<file path="config.mk">
export PLATFORM = sky130hd
export DESIGN_NAME = frame_packetizer_flat
export DESIGN_NICKNAME = d
export VERILOG_FILES = /design/src/rtl/frame_packetizer_if.sv /design/src/rtl/frame_packetizer.sv /design/src/flat_wrapper.sv
export SDC_FILE = /design/constraint.sdc
export NUM_CORES = 1
export LEC_CHECK = 0
export ABC_AREA = 1
export BUFFER_PORTS_ARGS = -buffer_cell sky130_fd_sc_hd__buf_2
export CAP_MARGIN = 20
export CORE_MARGIN = 2
export CORE_UTILIZATION = 42
export CTS_BUF_LIST = sky130_fd_sc_hd__clkbuf_8
export DETAILED_ROUTE_END_ITERATION = 8
export HOLD_SLACK_MARGIN = 0.06
export PLACE_DENSITY_LB_ADDON = 0.25
export SLEW_MARGIN = 20
export SYNTH_ARGS = -nofsm -noshare
export SYNTH_HDL_FRONTEND = slang
export SYNTH_SLANG_ARGS = --single-unit
</file>
<file path="constraint.sdc">
create_clock -name clock -period 5.1 [get_ports clock]
set_clock_uncertainty 0.05 [all_clocks]
set_input_delay 1.02 -clock clock [delete_from_list [all_inputs] [get_ports clock]]
set_output_delay 1.02 -clock clock [all_outputs]
set_load 0.005 [all_outputs]
</file>
<file path="src/rtl/frame_packetizer_if.sv">
// Handshake bundle between the frame packetizer, its pixel/config source and
// the edge-detection core. Transfer happens when wr=1 and full=0.
interface frame_packetizer_if #(
    parameter int SIZE_W = 6,
    parameter int PEL_W  = 8
);
    logic [SIZE_W-1:0] cfg_size_data;
    logic              cfg_size_wr;
    logic              cfg_size_full;
    logic [PEL_W-1:0]  in_pel_data;
    logic              in_pel_wr;
    logic              in_pel_full;
    logic [SIZE_W-1:0] out_size_data;
    logic              out_size_wr;
    logic              out_size_full;
    logic [PEL_W-1:0]  out_pel_data;
    logic              out_pel_wr;
    logic              out_pel_full;

    // Environment side: drives config and pixels, plays the core's full flags.
    modport master (
        output cfg_size_data, cfg_size_wr, in_pel_data, in_pel_wr,
        output out_size_full, out_pel_full,
        input  cfg_size_full, in_pel_full,
        input  out_size_data, out_size_wr, out_pel_data, out_pel_wr
    );

    // Packetizer side.
    modport slave (
        input  cfg_size_data, cfg_size_wr, in_pel_data, in_pel_wr,
        input  out_size_full, out_pel_full,
        output cfg_size_full, in_pel_full,
        output out_size_data, out_size_wr, out_pel_data, out_pel_wr
    );
endinterface

</file>
<file path="src/rtl/frame_packetizer.sv">
// Frame packetizer: emits one size token then size*size buffered pixels to the core.
// Optional sticky protocol-error flag when FRAME_PACKETIZER_ERR_EN is defined.
module frame_packetizer #(
    parameter int SIZE_W     = 6,
    parameter int PEL_W      = 8,
    parameter int DEPTH_LOG2 = 2
) (
    input  logic                  clock,
    input  logic                  reset,
    frame_packetizer_if.slave     bus,
    output logic                  frame_done,
    output logic [2*SIZE_W-1:0]   pel_count
`ifdef FRAME_PACKETIZER_ERR_EN
    ,
    output logic                  err
`endif
);
    localparam int CW    = 2 * SIZE_W;
    localparam int DEPTH = 1 << DEPTH_LOG2;

    typedef enum logic [1:0] {IDLE, HDR, PIX} state_t;

    state_t                state_reg, state_next;
    logic [SIZE_W-1:0]     size_reg;
    logic [CW-1:0]         total_reg;
    logic [CW-1:0]         acc_count_reg;
    logic [CW-1:0]         pel_count_reg;
    logic                  frame_done_reg;

    logic [PEL_W-1:0]      fifo_mem [DEPTH];
    logic [DEPTH_LOG2-1:0] wr_ptr_reg, rd_ptr_reg;
    logic [DEPTH_LOG2:0]   fifo_count_reg;

    logic fifo_full, fifo_empty;
    logic cfg_xfer, cfg_ok, in_xfer, size_xfer, out_xfer, last_xfer;

    assign fifo_full  = (fifo_count_reg == (DEPTH_LOG2+1)'(DEPTH));
    assign fifo_empty = (fifo_count_reg == '0);

    assign bus.cfg_size_full = (state_reg != IDLE);
    // Full is derived from registered occupancy only, so a read never lets a write slip through.
    assign bus.in_pel_full   = (state_reg != PIX) || fifo_full || (acc_count_reg == total_reg);
    assign bus.out_size_wr   = (state_reg == HDR);
    assign bus.out_size_data = (state_reg == HDR) ? size_reg : '0;
    assign bus.out_pel_wr    = !fifo_empty && !bus.out_pel_full;
    assign bus.out_pel_data  = fifo_empty ? '0 : fifo_mem[rd_ptr_reg];

    assign cfg_xfer  = bus.cfg_size_wr && !bus.cfg_size_full;
    assign cfg_ok    = cfg_xfer && (bus.cfg_size_data != '0);
    assign in_xfer   = bus.in_pel_wr && !bus.in_pel_full;
    assign size_xfer = bus.out_size_wr && !bus.out_size_full;
    assign out_xfer  = bus.out_pel_wr;
    assign last_xfer = out_xfer && ((pel_count_reg + CW'(1)) == total_reg);

    assign frame_done = frame_done_reg;
    assign pel_count  = pel_count_reg;

    always_ff @(posedge clock) begin
        if (reset) begin
            state_reg <= IDLE;
        end else begin
            state_reg <= state_next;
        end
    end

    always_comb begin
        state_next = state_reg;
        case (state_reg)
            IDLE:    if (cfg_ok)    state_next = HDR;
            HDR:     if (size_xfer) state_next = PIX;
            PIX:     if (last_xfer) state_next = IDLE;
            default: state_next = IDLE;
        endcase
    end

    always_ff @(posedge clock) begin
        if (reset) begin
            size_reg       <= '0;
            total_reg      <= '0;
            acc_count_reg  <= '0;
            pel_count_reg  <= '0;
            frame_done_reg <= 1'b0;
            wr_ptr_reg     <= '0;
            rd_ptr_reg     <= '0;
            fifo_count_reg <= '0;
        end else begin
            frame_done_reg <= last_xfer;
            if (cfg_ok) begin
                size_reg      <= bus.cfg_size_data;
                total_reg     <= CW'(bus.cfg_size_data) * CW'(bus.cfg_size_data);
                acc_count_reg <= '0;
                pel_count_reg <= '0;
            end
            if (in_xfer) begin
                wr_ptr_reg    <= wr_ptr_reg + 1'b1;
                acc_count_reg <= acc_count_reg + CW'(1);
            end
            if (out_xfer) begin
                rd_ptr_reg    <= rd_ptr_reg + 1'b1;
                pel_count_reg <= pel_count_reg + CW'(1);
            end
            case ({in_xfer, out_xfer})
                2'b10:   fifo_count_reg <= fifo_count_reg + 1'b1;
                2'b01:   fifo_count_reg <= fifo_count_reg - 1'b1;
                default: fifo_count_reg <= fifo_count_reg;
            endcase
        end
    end

    // Storage is not reset; discarding contents is done by clearing the pointers.
    always_ff @(posedge clock) begin
        if (in_xfer) begin
            fifo_mem[wr_ptr_reg] <= bus.in_pel_data;
        end
    end

`ifdef FRAME_PACKETIZER_ERR_EN
    logic err_reg;
    always_ff @(posedge clock) begin
        if (reset) begin
            err_reg <= 1'b0;
        end else if ((bus.in_pel_wr && bus.in_pel_full) ||
                     (bus.cfg_size_wr && bus.cfg_size_full) ||
                     (cfg_xfer && (bus.cfg_size_data == '0))) begin
            err_reg <= 1'b1;
        end
    end
    assign err = err_reg;
`endif
endmodule
</file>
<file path="src/flat_wrapper.sv">
// flat-port wrapper written by rule: the top's interface ports become plain ports
module frame_packetizer_flat 
#(
    parameter int SIZE_W     = 6,
    parameter int PEL_W      = 8,
    parameter int DEPTH_LOG2 = 2
)
  (clock, reset, frame_done, pel_count, bus_cfg_size_data, bus_cfg_size_wr, bus_in_pel_data, bus_in_pel_wr, bus_out_size_full, bus_out_pel_full, bus_cfg_size_full, bus_in_pel_full, bus_out_size_data, bus_out_size_wr, bus_out_pel_data, bus_out_pel_wr);
  frame_packetizer_if #(.SIZE_W(SIZE_W), .PEL_W(PEL_W)) bus_i ();
  input  logic clock;
  input  logic reset;
  output logic frame_done;
  output logic [2*SIZE_W-1:0] pel_count;
  input wire logic [$bits(bus_i.cfg_size_data)-1:0] bus_cfg_size_data;
  input wire logic [$bits(bus_i.cfg_size_wr)-1:0] bus_cfg_size_wr;
  input wire logic [$bits(bus_i.in_pel_data)-1:0] bus_in_pel_data;
  input wire logic [$bits(bus_i.in_pel_wr)-1:0] bus_in_pel_wr;
  input wire logic [$bits(bus_i.out_size_full)-1:0] bus_out_size_full;
  input wire logic [$bits(bus_i.out_pel_full)-1:0] bus_out_pel_full;
  output wire logic [$bits(bus_i.cfg_size_full)-1:0] bus_cfg_size_full;
  output wire logic [$bits(bus_i.in_pel_full)-1:0] bus_in_pel_full;
  output wire logic [$bits(bus_i.out_size_data)-1:0] bus_out_size_data;
  output wire logic [$bits(bus_i.out_size_wr)-1:0] bus_out_size_wr;
  output wire logic [$bits(bus_i.out_pel_data)-1:0] bus_out_pel_data;
  output wire logic [$bits(bus_i.out_pel_wr)-1:0] bus_out_pel_wr;
  assign bus_i.cfg_size_data = bus_cfg_size_data;
  assign bus_i.cfg_size_wr = bus_cfg_size_wr;
  assign bus_i.in_pel_data = bus_in_pel_data;
  assign bus_i.in_pel_wr = bus_in_pel_wr;
  assign bus_i.out_size_full = bus_out_size_full;
  assign bus_i.out_pel_full = bus_out_pel_full;
  assign bus_cfg_size_full = bus_i.cfg_size_full;
  assign bus_in_pel_full = bus_i.in_pel_full;
  assign bus_out_size_data = bus_i.out_size_data;
  assign bus_out_size_wr = bus_i.out_size_wr;
  assign bus_out_pel_data = bus_i.out_pel_data;
  assign bus_out_pel_wr = bus_i.out_pel_wr;
  frame_packetizer #(.SIZE_W(SIZE_W), .PEL_W(PEL_W), .DEPTH_LOG2(DEPTH_LOG2)) u_core (.clock(clock), .reset(reset), .bus(bus_i), .frame_done(frame_done), .pel_count(pel_count));
endmodule
</file>
Word-level counts from Yosys, hierarchy flattened
Memory sizes are Yosys's and may differ from the RTL's. A register that Yosys moved wholly into a read port is not among the register bits.
Cells that the tools add are included.
{"block": "totals", "memories": 1, "inputBits": 20, "regBits": 52, "out_inout_bits": 31, "wordCells": 63, "mem_bits_rw": 32}
{"block": "op_classes", "n_addsub": 6, "muxes": 14, "n_reduce_logical": 21, "eq_ne": 11, "mul": 1}
{"memory": "u_core.fifo_mem", "words": 4, "width": 8, "read_ports": 1, "rd_ports_with_merged_regs": 1, "write_ports": 1, "line": "frame_packetizer.sv:30", "text": "logic [PEL_W-1:0] fifo_mem [DEPTH];"}
{"cell": "12-bit two-way mux", "count": 3}
{"cell": "12-bit by 1-bit adder with 12-bit output, second input constant", "count": 2}
{"cell": "12-bit == test", "count": 2}
{"cell": "6-bit by 6-bit multiplier with 12-bit output", "count": 1}
{"cell": "2-bit two-way mux", "count": 5}
{"cell": "8-bit two-way mux", "count": 1}
{"cell": "2-bit nonzero test", "count": 4}
{"cell": "1-bit logical AND", "count": 6}
{"cell": "6-bit two-way mux", "count": 1}
{"cell": "2-bit one-hot mux with 3 select lines", "count": 1}
{"cell": "3-bit one-hot mux with 2 select lines", "count": 1}
{"cell": "6-bit nonzero test", "count": 1}
{"cell": "1-bit logical NOT", "count": 5}
{"cell": "2-bit by 1-bit adder with 2-bit output, second input constant", "count": 2}
{"cell": "2-bit by 1-bit == test with 1-bit output, second input constant", "count": 2}
{"cell": "2-bit == test, second input constant", "count": 2}
{"cell": "2-bit by 1-bit != test with 1-bit output, second input constant", "count": 2}
{"cell": "2-bit != test, second input constant", "count": 2}
{"cell": "3-bit by 1-bit adder with 3-bit output, second input constant", "count": 1}
{"cell": "3-bit == test, second input constant", "count": 1}
{"cell": "3-bit logical NOT", "count": 1}
{"cell": "3-bit AND reduction", "count": 1}
{"cell": "3-bit by 1-bit subtractor with 3-bit output, second input constant", "count": 1}
{"cell": "2-bit logical NOT", "count": 1}
{"cell": "other kinds (2)", "count": 4}

Logic depth before layout (Yosys ltp)
Gate-level depths: netlist of the first run.
{"block": "logic_depth", "depth_word": 7, "ltp_mapped": 18, "mapped_depth_nobuf": 17}

Worst setup path before layout of the first run
No wires, ideal clock.
{"block": "synth_timing", "path_type": "input-to-reg", "startpoint": "input port bus_cfg_size_data[4]", "endpoint": "register u_core.total_reg[8]", "arrival_time_ps": 3923, "path_slack_ps": 1011, "n_path_buf": 1, "setup_ps": 115, "cell_stages": 16, "t_required_ps": 4935, "cell_sequence": "clkbuf_1 > nand2_1 > inv_1 > fa_1 > inv_1 > fa_1 > fa_1 > inv_1 > ha_1 > nand3_1 > nand2_1 > a21oi_1 > o21ai_0 > xor2_1 > o21ai_0 > inv_1"}
{"block": "synth_via", "elab_chain_len": 2, "elab_cells_between_ends": 3, "cone_classes": "mul (1); reduce/logical (2)"}
{"item": "start: declaration", "line": "flat_wrapper.sv:14", "text": "input wire logic [$bits(bus_i.cfg_size_data)-1:0] bus_cfg_size_data;"}
{"item": "parallel branches: the longest is 2 deep, another holds 6-bit by 6-bit multiplier with 12-bit output"}
{"item": "end signal: assignment", "line": "frame_packetizer.sv:90", "text": "total_reg <= CW'(bus.cfg_size_data) * CW'(bus.cfg_size_data);"}
{"item": "end: declaration", "line": "frame_packetizer.sv:25", "text": "logic [CW-1:0] total_reg;"}
Several ways; the timed one is not identified.
A chain may end at the register's enable or synchronous reset.

Worst setup path after layout of the first run
{"block": "layout_timing", "startpoint": "input port bus_cfg_size_data[0]", "endpoint": "register u_core.total_reg[9]"}
Same word-level chain as after synthesis.

==> results.json, run 1 <==
{
  "status": "completed",
  "initial_core_util_pct": 43.18,
  "crit_fanout": 8,
  "areaGrowthSynthToFinish_pct": 10.51,
  "grt-ovfl-total": 0,
  "power_mw": 1.761,
  "max_stage_delay_ns": 0.55,
  "netlist_top_cells_count": "nand2_1 (123), inv_1 (100), nor2_1 (76)",
  "clock-root-buffer": "clkbuf_8",
  "grt_setup_unrepaired": "false",
  "fill_cells": 1167,
  "cts_buffer_depth": 2,
  "die_h_um": 112.4,
  "async_flop_share_pct": 0,
  "drc": 0,
  "synth_area_mm2": 0.004931,
  "synth_flop_cell": "dfxtp_1",
  "crit_path_end_kind": "register",
  "cts_setup_buffers": 0,
  "io_buffers": 50,
  "slew_headroom_pct": 46.04,
  "postCtsHoldBufs": 0,
  "maxCapViolCount": 0,
  "crit_chain": "buf_2, nand2_1, inv_1, fa_1, inv_1, fa_1, fa_1, inv_1, ha_1, nand3_1, nand3_1, nand2_1, a21oi_1, nor2_1, xnor2_1, o21ai_0, inv_1",
  "largest_reg_flops": 32,
  "drt-vias-per-instance": 4.992,
  "crit_top_cell": "inv_1",
  "slew_viol_final": 0,
  "crit_start": "bus_cfg_size_data[0]",
  "synth.most_common_cell": "nand2_1",
  "synth_edf_count": 32,
  "yosysWarnings": 0,
  "drt_pass1_iterations": 4,
  "die_w_um": 112.4,
  "hp-class": "register to register",
  "yosysUniqueCellTypes": 41,
  "avgSynthCellArea_um2": 7.610,
  "layout-drive-gt1-share_pct": 13.24,
  "required_ns": 5.32,
  "fin_tns_setup_ns": 0,
  "place_area_mm2": 0.005261,
  "startpoint_type": "primary input",
  "arrival_ns": 4.12,
  "final_cell_area_mm2": 0.005449,
  "powerDensity_mw_per_mm2": 323.2,
  "ant_nets": 0,
  "wire_per_inst_um": 12.93,
  "layout.nets": 739,
  "synth_cells": 648,
  "n_antenna_cell": 0,
  "critPathBufInv": 5,
  "max-vdd-ir-drop_uv": 151.2,
  "grt_max_degree": 35,
  "crit_family": "adder cells",
  "antenna_found_initial": 0,
  "endpoint": "u_core.total_reg[9]",
  "worstRegToRegCells": 15,
  "period_needed_ns": 3.897,
  "crit-reg2reg-launch": "u_core.acc_count_reg[8]",
  "reg2reg_slack_ns": 2.46,
  "pin_count": 51,
  "cts_tree": "yes",
  "cts_resized": 0,
  "yosysSeqAreaShare_pct": 40.60,
  "gp_congestion": 0.8284,
  "vias": 4183,
  "worstSetupPathType": "primary input to register",
  "synth_top_area_share_pct": 21.11,
  "final_util_pct": 47.72,
  "synth-seq-cells": 84,
  "track_usage_pct": 17.64,
  "r2r-end": "u_core.fifo_count_reg[2]",
  "finalCritPeriodShare_pct": 76.41,
  "first_global_vias": 3861,
  "rows": 39,
  "wirelength_um": 10840,
  "tightest_slew_ns": 0.8065,
  "dp_hpwl_um": 7973,
  "leakage_nw": 2.376,
  "setup_viol": 0,
  "synth_area_leaders": "dfxtp_1 (21%), edfxtp_1 (19%), nand2_1 (9.4%)",
  "hold_viol": 0,
  "dr.first_iter.drc_count": 213,
  "clkTransAtPathRegs_ns": 0.09,
  "slowest_stage": "fa_1",
  "grt_pass1_wl_um": 18130,
  "clkSinkCount": 84,
  "holdPathStages": 1,
  "core_area_mm2": 0.01142,
  "syn_nets": 697,
  "synth_top_area_cell": "dfxtp_1",
  "fmax_mhz": 256.6,
  "die_area_mm2": 0.01262,
  "crit_cells": 17,
  "insertion_delay_ns": 0.37,
  "htreeDepth": 3,
  "cts_buffers": 9
}
## layout make-up
| cell class | instances | area, um2 | share of cell area [%] |
|---|---|---|---|
| Multi-Input combinational cell | 441 | 2437 | 44.73 |
| Sequential cell | 84 | 2002 | 36.74 |
| Inverter | 104 | 392.9 | 7.210 |
| Timing Repair Buffer | 50 | 250.2 | 4.592 |
| Tap cell | 143 | 178.9 | 3.284 |
| Clock buffer | 9 | 123.9 | 2.273 |
| Clock inverter | 7 | 63.81 | 1.171 |
## layout by cell type, fill, tap and decap left out, drive strengths merged, types with 6 or more instances in the layout
cell | synthesis | layout
edfxtp | 32 | 32
ha | 20 | 20
inv | 104 | 109
xnor2 | 9 | 9
a21oi | 60 | 60
xor2 | 6 | 6
nand4 | 10 | 10
nand2 | 129 | 129
fa | 9 | 9
o21ai | 45 | 45
clkbuf | 8 | 9
buf | 11 | 50
nand3 | 54 | 54
nor2 | 83 | 83
dfxtp | 52 | 52
## through the flow
step                      worst slack [ns]  instances  hold slack, ns
after floorplan                      1.011        648          0.3721
after global placement              0.8967        822          0.3936
after detailed placement            0.8083        822          0.3936
after CTS                            1.203        838          0.4076
after global routing                 1.030        838          0.4364
final                                1.203        838          0.4044
## kinds of logic (layout without fill, tap and decap cells)
kind of cell	Yosys count	in the layout	share of synthesized area, %
flip-flops	84	84	40.60
XOR/XNOR	15	15	2.664
adder cells (fa/ha/maj)	29	29	8.729
AND/OR/NAND/NOR	283	283	25.86
AO/OA/AOI/OAI	114	114	12.18
buffers and inverters	123	170	9.972
## layer usage
layer / track usage (%) / part of all wire, % / vias to the layer above
met1: 23.75 / 48 / 1916
met2: 28.59 / 46 / 75
met5: 0 / 0 / -
met3: 2.862 / 4.0 / 18
li1: - / - / 2174
met4: 6.911 / 2.0 / 0
## worst min-delay path by stage
stage / slack [ns] / startpoint / end
2_1_floorplan: 0.37 / u_core.fifo_count_reg[0] / u_core.fifo_count_reg[0]
3_3_place_gp: 0.39 / u_core.fifo_count_reg[0] / u_core.fifo_count_reg[0]
3_5_place_dp: 0.39 / u_core.fifo_count_reg[0] / u_core.fifo_count_reg[0]
4_1_cts: 0.41 / u_core.fifo_count_reg[0] / u_core.fifo_count_reg[0]
5_1_grt: 0.44 / u_core.size_reg[5] / u_core.size_reg[5]
6_report: 0.40 / u_core.fifo_count_reg[0] / u_core.fifo_count_reg[0]
## report_power, final
| group | internal, mW | switching [mW] | leakage (nW) |
|---|---|---|---|
| registers | 0.736 | 0.0500 | 0.711 |
| clock network | 0.189 | 0.276 | 0.0907 |
| logic | 0.181 | 0.330 | 1.57 |
| total | 1.11 | 0.655 | 2.38 |
Power figures use the tool's default switching activity.
==> run 2: changes to the inputs <==
- clock period: 5.1 -> 4 ns (I/O delays scaled with it)
==> run 2 against run 1 <==
  * Hold slack better by 0.0065 ns
  * Utilization up 0.56 points
  * Critical path depth unchanged
  * Final cell count up 0.84%
  * Register-to-register slack worse by 1.2 ns
  * Critical path type unchanged
  * Largest power group unchanged
  * Highest routed layer unchanged
==> results.json, run 2 (same netlist as run 1, synthesis figures left out) <==
{
  "status": "completed",
  "grt_max_degree": 35,
  "drt-vias-per-instance": 5.033,
  "maxCapViolCount": 0,
  "net-switching-power_mw": 0.8069,
  "fin_tns_setup_ns": 0,
  "die_area_mm2": 0.01262,
  "finalCritPeriodShare_pct": 90.25,
  "grt_pass1_wl_um": 18000,
  "areaGrowthSynthToFinish_pct": 11.80,
  "startpoint_type": "primary input",
  "grt-ovfl-total": 0,
  "arrival_ns": 3.82,
  "crit_path_end_kind": "register",
  "final_cell_mix": "nand2_1 (123), inv_1 (101), nor2_1 (76)",
  "drt_pass1_iterations": 5,
  "tightest_slew_ns": 0.8550,
  "slew_viol_final": 0,
  "slew_headroom_pct": 42.79,
  "postCtsHoldBufs": 0,
  "period_needed_ns": 3.610,
  "largest_reg_flops": 32,
  "critPathBufInv": 5,
  "pin_count": 51,
  "final_common_cell": "nand2_1",
  "layout-drive-gt1-share_pct": 13.96,
  "fill_cells": 1137,
  "hold_viol": 0,
  "layout.nets": 746,
  "slowest_stage": "fa_1",
  "reg2reg_slack_ns": 1.29,
  "max-vdd-ir-drop_uv": 206.9,
  "final_util_pct": 48.28,
  "first_global_vias": 3888,
  "clkTransAtPathRegs_ns": 0.09,
  "place_area_mm2": 0.005314,
  "cts_buffer_depth": 2,
  "rows": 39,
  "power.internal_mw": 1.466,
  "dr.first_iter.drc_count": 296,
  "crit_family": "adder cells",
  "htreeDepth": 3,
  "dp_hpwl_um": 8000,
  "vias": 4253,
  "wirelength_um": 10890,
  "max_stage_delay_ns": 0.54,
  "antenna_found_initial": 0,
  "final_cell_area_mm2": 0.005513,
  "seq_area_mm2": 0.002002,
  "powerDensity_mw_per_mm2": 412.3,
  "n_antenna_cell": 0,
  "seqPwrFrac_pct": 44.1,
  "cts_resized": 0,
  "insertion_delay_ns": 0.36,
  "worstSetupPathType": "primary input to register",
  "gp_congestion": 0.8834,
  "cts_setup_buffers": 0,
  "p_sw_share_pct": 35.50,
  "clock-root-buffer": "clkbuf_8",
  "leakage_nw": 2.417,
  "initial_core_util_pct": 43.18,
  "crit_chain": "buf_2, nand2_1, inv_1, fa_1, inv_1, fa_1, fa_1, inv_1, ha_1, nand3_1, nand3_1, nand2_1, a21oi_1, nor2_1, xnor2_1, o21ai_0, inv_1",
  "wire_per_inst_um": 12.89,
  "required_ns": 4.21,
  "multi_input_area_mm2": 0.002437,
  "hp-class": "register to register",
  "ant_nets": 0,
  "setup_viol": 0,
  "drc": 0,
  "die_h_um": 112.4,
  "clkSinkCount": 84,
  "cts_buffers": 9,
  "grt_setup_unrepaired": "false",
  "die_w_um": 112.4,
  "core_area_mm2": 0.01142,
  "track_usage_pct": 17.42,
  "io_buffers": 50,
  "fmax_mhz": 277.0,
  "crit_fanout": 3,
  "pwr-share-comb_pct": 28.9,
  "pwr-share-clk_pct": 27.0,
  "crit_top_cell": "inv_1",
  "cts_tree": "yes"
}
==> run 2: metrics by stage <==
step	power [mW]	cells	hold slack [ns]	setup slack (ns)
6_report	2.273	845	0.4109	0.3902
5_1_grt	2.430	845	0.4410	0.1656
4_1_cts	2.293	845	0.4109	0.3841
3_5_place_dp	1.678	829	0.3961	0.0007625
3_3_place_gp	1.663	829	0.3917	0.07089
2_1_floorplan	1.479	648	0.3721	0.1312
==> run 2: area by class of cell <==
cell class              instances  area share (%)
repair buffers                 57           5.493
flip-flops and latches         84           36.31
clock inverters                 7           1.362
inverters                     104           7.127
well taps                     143           3.246
clock buffers                   9           2.247
multi-input cells             441           44.21
==> run 2: power groups by stage <==
stage | registers [mW] | logic [mW] | clock network [mW]
after detailed placement | 1.02 | 0.656 | 0
after CTS | 1.00 | 0.663 | 0.628
final | 1.00 | 0.657 | 0.613
after global routing | 1.01 | 0.753 | 0.664
after floorplan | 0.989 | 0.490 | 0
after global placement | 1.02 | 0.642 | 0
==> run 2: worst paths after layout <==
check                            from                        to  depth (start not counted)
max              bus_cfg_size_data[5]       u_core.total_reg[9]                         17
min          u_core.fifo_count_reg[0]  u_core.fifo_count_reg[0]                          1
max reg2reg   u_core.acc_count_reg[8]  u_core.fifo_count_reg[2]                         15
min reg2reg  u_core.fifo_count_reg[0]  u_core.fifo_count_reg[0]                          1
==> run 2: worst reg2reg max path, cell delays in order (launching register included) <==
cell     delay (ns)
dfxtp_1        0.42
inv_1          0.08
nand2_1        0.06
nand2_1        0.04
nor2_1         0.08
nand4_1        0.13
nor2_1         0.12
nand2_1        0.11
nand3_2        0.35
ha_1           0.23
inv_1          0.07
fa_1           0.38
a21oi_1        0.14
o21ai_0        0.12
o21ai_0        0.17
a21oi_1        0.05
==> run 2: routing by layer <==
layer | wire, um | up-vias | global-route usage, % | part of all wire, %
li1 | - | 2194 | - | -
met5 | 0 | - | 0 | 0
met4 | 163 | 0 | 5.366 | 1.5
met1 | 5171 | 1939 | 24.13 | 47
met2 | 5016 | 109 | 27.67 | 46
met3 | 540 | 11 | 3.510 | 5.0
==> run 3: changes to the inputs <==
- CELL_PAD_IN_SITES_DETAIL_PLACEMENT: default -> 0
- CELL_PAD_IN_SITES_GLOBAL_PLACEMENT: default -> 2
- CORE_UTILIZATION: 42 -> 36
==> run 3 against run 2 <==
  * Combinational power up 1%
  * Routed wire length up 11%
  * Sequential share of layout area down 0.65 points
  * Power up 5.7%
==> results.json, run 3 (same netlist as run 1, synthesis figures left out) <==
{
  "top_layer_used": "met4",
  "arrival_ns": 3.77,
  "htreeDepth": 3,
  "worstSetupPathType": "primary input to register",
  "slew_viol_final": 0,
  "clkSinkCount": 84,
  "drt-vias-per-instance": 4.801,
  "hp-class": "register to register",
  "grt_max_degree": 35,
  "antenna_found_initial": 0,
  "max-vdd-ir-drop_uv": 202.4,
  "areaGrowthSynthToFinish_pct": 13.83,
  "core_area_mm2": 0.01330,
  "dr.first_iter.drc_count": 261,
  "initial_core_util_pct": 37.09,
  "final_common_cell": "nand2_1",
  "cts_buffer_depth": 2,
  "tightest_slew_ns": 0.8078,
  "slew_headroom_pct": 45.95,
  "postCtsHoldBufs": 0,
  "cts_setup_buffers": 0,
  "n_antenna_cell": 0,
  "clock-root-buffer": "clkbuf_8",
  "met1_length_um": 5944,
  "drt_pass1_iterations": 4,
  "grt-ovfl-total": 0,
  "wl_met2_um": 5604,
  "drc": 0,
  "holdPathStages": 1,
  "insertion_delay_ns": 0.37,
  "cts_tree": "yes",
  "vias": 4230,
  "gp_congestion": 0.8368,
  "die_area_mm2": 0.01465,
  "layout-drive-gt1-share_pct": 14.47,
  "startpoint_type": "primary input",
  "first_global_vias": 3914,
  "largest_reg_flops": 32,
  "grt_setup_unrepaired": "false",
  "powerDensity_mw_per_mm2": 427.9,
  "cts_resized": 0,
  "worstRegToRegCells": 15,
  "ant_nets": 0,
  "finalCritPeriodShare_pct": 88.67,
  "final_cell_mix": "nand2_1 (123), inv_1 (100), nor2_1 (76)",
  "setup_viol": 0,
  "crit_fanout": 3,
  "status": "completed",
  "maxCapViolCount": 0,
  "clkTransAtPathRegs_ns": 0.09,
  "wire_per_inst_um": 13.72,
  "wl_met3_um": 388,
  "track_usage_pct": 17.26,
  "die_w_um": 121.0,
  "final_util_pct": 42.22,
  "io_buffers": 50,
  "crit_path_end_kind": "register",
  "layout.nets": 749,
  "cts_buffers": 9,
  "dp_cells": 865,
  "grt_pass1_wl_um": 19610,
  "pin_count": 51,
  "dp_hpwl_um": 8947,
  "fin_tns_setup_ns": 0,
  "rows": 42,
  "wirelength_um": 12080,
  "required_ns": 4.22,
  "hold_viol": 0,
  "die_h_um": 121.0,
  "power_mw": 2.402,
  "fmax_mhz": 281.9,
  "period_needed_ns": 3.547,
  "stdcell_count": 881,
  "leakage_nw": 2.453
}
[run 3: cell count changes in the layout (fill, tap and decap cells not counted)]
cell / previous run / this run
inv_1: 101 / 100
clkbuf_8: 9 / 10
buf_4: 7 / 10
clkinv_4: 1 / 0
clkinvlp_4: 2 / 0
inv_6: 2 / 3
inv_8: 0 / 1
bufinv_16: 1 / 2
[run 3: report_power, final]
| part | switching (mW) | internal [mW] | total [mW] |
|---|---|---|---|
| Sequential | 0.0733 | 0.939 | 1.01 |
| Combinational | 0.420 | 0.246 | 0.666 |
| Clock | 0.344 | 0.380 | 0.724 |
[run 3: worst paths after layout]
path	slack, ns	startpoint	to
worst min-delay path	0.42	u_core.fifo_count_reg[0]	u_core.fifo_count_reg[0]
worst max register to register	1.48	u_core.total_reg[8]	u_core.fifo_count_reg[2]
worst max-delay path	0.45	bus_cfg_size_data[5]	u_core.total_reg[9]
worst min register to register	0.42	u_core.fifo_count_reg[0]	u_core.fifo_count_reg[0]
[run 3: layout make-up]
| class | instances | area [um2] |
|---|---|---|
| clock buffers | 10 | 137.6 |
| clock inverters | 6 | 97.59 |
| fillers | 1387 | 7682 |
| inverters | 104 | 392.9 |
| multi-input cells | 441 | 2437 |
| flip-flops and latches | 84 | 2002 |
| well taps | 176 | 220.2 |
| repair buffers | 60 | 325.3 |
[run 3: critical path, stage by stage]
cell	delay (ns)
buf_2	0.10
nand2_1	0.05
inv_1	0.05
fa_1	0.53
inv_1	0.07
fa_1	0.50
fa_1	0.54
inv_1	0.04
ha_1	0.31
nand3_1	0.08
nand3_1	0.12
nand2_1	0.07
a21oi_1	0.13
nor2_1	0.06
xnor2_1	0.12
o21ai_0	0.15
inv_1	0.05
[run 3: metal layers]
metal | up-vias | track usage [%]
li1 | 2196 | -
met1 | 1964 | 23.36
met2 | 59 | 27.81
met3 | 11 | 3.947
met4 | 0 | 4.433
met5 | - | 0
[run 3: per-stage QoR]
step | area (um2) | setup WS [ns] | hold WS [ns]
6_report | 5613 | 0.4532 | 0.4156
5_1_grt | 5613 | 0.2531 | 0.4388
4_1_cts | 5613 | 0.4486 | 0.4175
3_5_place_dp | 5378 | 0.05263 | 0.4049
3_3_place_gp | 5378 | 0.07160 | 0.3930
2_1_floorplan | 4931 | 0.1312 | 0.3721
